[src/rtl/div_hilo_ctrl_pkg.sv]
// Shared constants for the divider/HI-LO sequencing controller:
// EX-stage function codes, result-mux encodings and FSM states.
package div_hilo_ctrl_pkg;

    localparam logic [5:0] FN_AND  = 6'd36;
    localparam logic [5:0] FN_OR   = 6'd37;
    localparam logic [5:0] FN_ADD  = 6'd32;
    localparam logic [5:0] FN_SUB  = 6'd34;
    localparam logic [5:0] FN_SLT  = 6'd42;
    localparam logic [5:0] FN_SLL  = 6'd0;
    localparam logic [5:0] FN_DIVU = 6'd27;
    localparam logic [5:0] FN_MFHI = 6'd16;
    localparam logic [5:0] FN_MFLO = 6'd18;

    localparam logic [1:0] SEL_ALU = 2'd0;
    localparam logic [1:0] SEL_HI  = 2'd1;
    localparam logic [1:0] SEL_LO  = 2'd2;
    localparam logic [1:0] SEL_SHT = 2'd3;

    typedef enum logic [1:0] {
        ST_IDLE  = 2'd0,
        ST_RUN   = 2'd1,
        ST_WRITE = 2'd2
    } divState_t;

endpackage

[src/rtl/div_hilo_ctrl_counter.sv]
// Loadable down-counter with zero flag that times the divider iterations.
// Saturates at zero so it can never wrap.
module div_latency_counter #(
    parameter int unsigned CNT_W = 6
) (
    input  logic             clk,
    input  logic             reset,
    input  logic             load,
    input  logic [CNT_W-1:0] loadValue,
    input  logic             dec,
    output logic [CNT_W-1:0] count,
    output logic             isZero
);

    always_ff @(posedge clk) begin
        if (reset) begin
            count <= '0;
        end else if (load) begin
            count <= loadValue;
        end else if (dec && (count != '0)) begin
            count <= count - 1'b1;
        end
    end

    assign isZero = (count == '0);

endmodule

[src/rtl/div_hilo_ctrl.sv]
// Sequences a DIVU through the multi-cycle divider, strobes the HI/LO write,
// stalls dependent instructions and decodes the result-mux select.
module div_hilo_ctrl
    import div_hilo_ctrl_pkg::*;
#(
    parameter int unsigned DIV_CYCLES = 32,
    parameter int unsigned CNT_W      = 6
) (
    input  logic        clk,
    input  logic        reset,
    input  logic        ex_valid,
    input  logic        ex_flush,
    input  logic [5:0]  Signal,
    input  logic [31:0] dataB,
    output logic        div_start,
    output logic        hilo_we,
    output logic        busy,
    output logic        stall,
    output logic [1:0]  mux_sel,
    output logic        div_by_zero
);

    divState_t        state;
    logic             accept;
    logic             cntZero;
    logic [CNT_W-1:0] cnt;

    assign accept = (state == ST_IDLE) && ex_valid && !ex_flush && (Signal == FN_DIVU);

    div_latency_counter #(
        .CNT_W (CNT_W)
    ) uCounter (
        .clk       (clk),
        .reset     (reset),
        .load      (accept),
        .loadValue (CNT_W'(DIV_CYCLES - 1)),
        .dec       (state == ST_RUN),
        .count     (cnt),
        .isZero    (cntZero)
    );

    // div_start, hilo_we and busy are registered so each lines up with the
    // state it belongs to: start in the first RUN cycle, write in WRITE.
    always_ff @(posedge clk) begin
        if (reset) begin
            state       <= ST_IDLE;
            div_start   <= 1'b0;
            hilo_we     <= 1'b0;
            busy        <= 1'b0;
            div_by_zero <= 1'b0;
        end else begin
            div_start <= 1'b0;
            hilo_we   <= 1'b0;
            unique case (state)
                ST_IDLE: begin
                    if (accept) begin
                        state       <= ST_RUN;
                        div_start   <= 1'b1;
                        busy        <= 1'b1;
                        div_by_zero <= (dataB == '0);
                    end
                end
                ST_RUN: begin
                    if (cntZero) begin
                        state   <= ST_WRITE;
                        hilo_we <= 1'b1;
                    end
                end
                ST_WRITE: begin
                    state <= ST_IDLE;
                    busy  <= 1'b0;
                end
                default: begin
                    state <= ST_IDLE;
                    busy  <= 1'b0;
                end
            endcase
        end
    end

    always_comb begin
        stall = ex_valid && !ex_flush && busy &&
                (Signal inside {FN_DIVU, FN_MFHI, FN_MFLO});
    end

    always_comb begin
        mux_sel = SEL_ALU;
        unique case (Signal)
            FN_MFHI: mux_sel = SEL_HI;
            FN_MFLO: mux_sel = SEL_LO;
            FN_SLL:  mux_sel = SEL_SHT;
            default: mux_sel = SEL_ALU;
        endcase
    end

endmodule
[config.mk]
export PLATFORM = sky130hd
export DESIGN_NAME = div_hilo_ctrl
export DESIGN_NICKNAME = d
export VERILOG_FILES = /design/src/rtl/div_hilo_ctrl_pkg.sv /design/src/rtl/div_hilo_ctrl_counter.sv /design/src/rtl/div_hilo_ctrl.sv
export SDC_FILE = /design/constraint.sdc
export NUM_CORES = 1
export LEC_CHECK = 0
export CAP_MARGIN = 20
export CORE_MARGIN = 3
export CORE_UTILIZATION = 35
export DETAILED_ROUTE_END_ITERATION = 7
export PLACE_DENSITY = 0.85
export SLEW_MARGIN = 20
export SYNTH_ARGS = -nofsm -noshare
export SYNTH_HDL_FRONTEND = slang
export SYNTH_SLANG_ARGS = --single-unit
[constraint.sdc]
create_clock -name clk -period 4.28 [get_ports clk]
set_input_delay 0.856 -clock clk [delete_from_list [all_inputs] [get_ports clk]]
set_output_delay 0.856 -clock clk [all_outputs]
set_load 0.01 [all_outputs]
==> flow_summary.ini <==
[cells_and_area]
nets = 170
drive_above_1_share = 0.09677
layout.area.seq_um2 = 240.2
layout.cells.non_filler = 149
multiInputGateArea_um2 = 400.4
num-fill-cells = 154
num_antenna_cells = 0
area_growth_syn_to_layout_pct = 79.89

[synth]
syn-num-nets = 119
synth.ff_latch_count = 12
synthMostInstantiatedCell = dfxtp_1
synth_sequential_area_ratio = 0.3643
post-synth-top-area-cell = dfxtp_1
postSynthAreaPerCell_um2 = 8.792
synth_top_area_frac = 0.3643
synthArstFlopShare = 0
post_synth_main_area_contributors = dfxtp_1 36%, nor4_1 7.6%, nor2_1 5.1%
synth.cell_area_um2 = 659.4
synth_common_cells = 12 x dfxtp_1, 9 x nor2_1, 8 x nor4_1
synth_enable_flop_cells = 0
synth.distinct_cells = 29
syn_inst_count = 75
dominantRegCellSynth = dfxtp_1
ys.warnings.count = 0

[clock_tree]
cts_root_buffer = clkbuf_4
cts_made_buffers = 3
clock_tree.buffer_depth = 2
cts.sinks = 12
holdBufCountCts = 0
htree_num_levels = 1
post-cts-setup-buffers = 0
cts_resized = 0
tritoncts = done
clk-insertion-delay-late_ps = 270
clk_pin_slew_ps = 70

[floorplanning]
floorplan.initialDensity = 0.3778
fp.dieW_um = 49.41
io-pin-count = 49
die_y_um = 49.41
fp.coreArea_um2 = 1745
dieArea_um2 = 2441
floorplan.rows = 15

[routing]
number_of_design_rule_violations_left_after_detail_routing = 0
detailroute.via_count = 739
avgViaCountPerCell = 4.960
route.antenna.remaining_nets = 0
routedWlPerCell_um = 13.95
wl_um = 2079
drt_first_pass_iters = 4
first_iter_violations = 3

[sta]
final_max_slew_viol_count = 0
rsz0062_at_grt = no
max_slew_margin = 0.6773
setup-violations-final = 0
hold_viol = 0
final_critical_path_setup_slack_ps = 1031
skew_ps = 2.124
timing.hold.ws_ps = 471.5
setup_tns_ps = 0
final.min_clock_period_ps = 3249
worst-slew-pin-transition_ps = 482.7
max_freq_mhz = 307.8
post-route-period-util = 0.7591

[run_status]
outcome = complete, no violations

[placement]
place_congestion = 0.8319
dp_hpwl_um = 1665
place_inst = 146
buffer_ports.inserted = 48
preCtsSetupSlack_ps = 1028

[setup_path]
cp-startpoint = Signal[2]
worst_ep_arrival_time_ps = 2390
critical_r2r_capture = uCounter.count[1]
path_class = input pin to output port
timing.critical_path.fanout_max = 2
crit_path_end = stall
worstSetupStartpointType = input pin
worst-r2r-setup-slack_ps = 2560
worst_setup_path_end_kind = output port
timing.reg2reg.worst_path_depth = 6
crit-reg2reg-launch = uCounter.count[0]
critPathRequiredTime_ps = 3420

[worst_hold_path]
holdCritPathClass = flip-flop to flip-flop
min_delay_path_depth = 2

[global_route]
largest_net_degree_at_the_start_of_global_routing = 13
grt_first_pass_wirelength_um = 3415
globalRoute.totalOverflow = 0
vias_in_the_first_global_route = 747
number_of_antenna_violations_at_the_first_check_in_global_routing = 0
gr-usage-all-layers = 0.1844

[pwr]
power.leakage_nw = 0.4082
power.total_w = 0.0002277
vdd_ir_drop_max_v = 0.0002171
cellPowerDensity_nw_per_um2 = 192.0

[job]
cap_viol_max_count = 0
[logic make-up (layout without fill, tap and decap cells)]
logic type               Yosys count  in the layout  share of synthesized area
adder cells (fa/ha/maj)            2              2                    0.03794
multiplexers                       1              1                    0.01708
AND/OR/NAND/NOR                   42             42                     0.4080
AO/OA/AOI/OAI                     10             10                     0.1044
XOR/XNOR                           3              3                    0.03986
flip-flops                        12             12                     0.3643
buffers and inverters              5             54                    0.02847
[stage by stage]
step | area, um2 | utilization
5_1_grt | 1186 | 0.6796
2_1_floorplan | 659.4 | -
3_3_place_gp | 1164 | 0.6667
4_1_cts | 1186 | 0.6796
3_5_place_dp | 1164 | 0.6667
6_report | 1186 | 0.6796
[worst min-delay path by stage]
stage | startpoint | end | slack [ps]
after detailed placement | div_by_zero | div_by_zero | 470
after CTS | div_by_zero | div_by_zero | 480
after global placement | div_by_zero | div_by_zero | 440
final | div_by_zero | div_by_zero | 470
after floorplan | uCounter.count[4] | uCounter.count[4] | 470
after global routing | div_by_zero | div_by_zero | 510
[sequential cells by signal (all words and copies together), names as in the netlist]
| register | cells |
|---|---|
| div_start | 1 |
| busy | 1 |
| div_by_zero | 1 |
| hilo_we | 1 |
| uCounter.count | 6 |
| state | 2 |
[report_power, final]
part | internal [W] | switching [W] | leakage (nW)
clock | 0.0000326 | 0.0000352 | 0.0138
combinational | 0.0000364 | 0.0000114 | 0.298
sequential | 0.000112 | 0.000000274 | 0.0966
[metal layers]
layer / wire [um] / up-vias / global-route usage
met4: 15 / 0 / 0.05991
met5: 0 / - / 0
li1: - / 383 / -
met1: 828 / 328 / 0.1967
met3: 156 / 2 / 0.07645
met2: 1079 / 26 / 0.3259
[cell usage in the layout, fill, tap and decap left out, types with 2 or more instances in the layout]
cell | Yosys | layout
a31oi_1 | 3 | 3
nand2_1 | 5 | 5
nor4b_2 | 2 | 2
nor4b_1 | 2 | 2
a21oi_1 | 5 | 5
inv_1 | 3 | 3
or3_2 | 2 | 2
ha_1 | 2 | 2
nand4_1 | 3 | 3
dfxtp_1 | 12 | 12
clkdlybuf4s50_1 | 0 | 48
xor2_1 | 2 | 2
nor2_1 | 9 | 9
clkbuf_4 | 0 | 3
nor4_1 | 8 | 8
[cell type report]
cell class,count,share of cell area
Tap cell,25,0.02637
Clock buffer,3,0.01899
Inverter,3,0.009494
Sequential cell,12,0.2025
Multi-Input combinational cell,58,0.3376
Timing Repair Buffer,48,0.4051
[worst max-delay path, stage by stage]
cell and delay (ps):
clkdlybuf4s50_1 440, nor4b_2 330, and4b_1 230, clkdlybuf4s50_1 530
No activity file was read; power rests on OpenSTA's default activity.
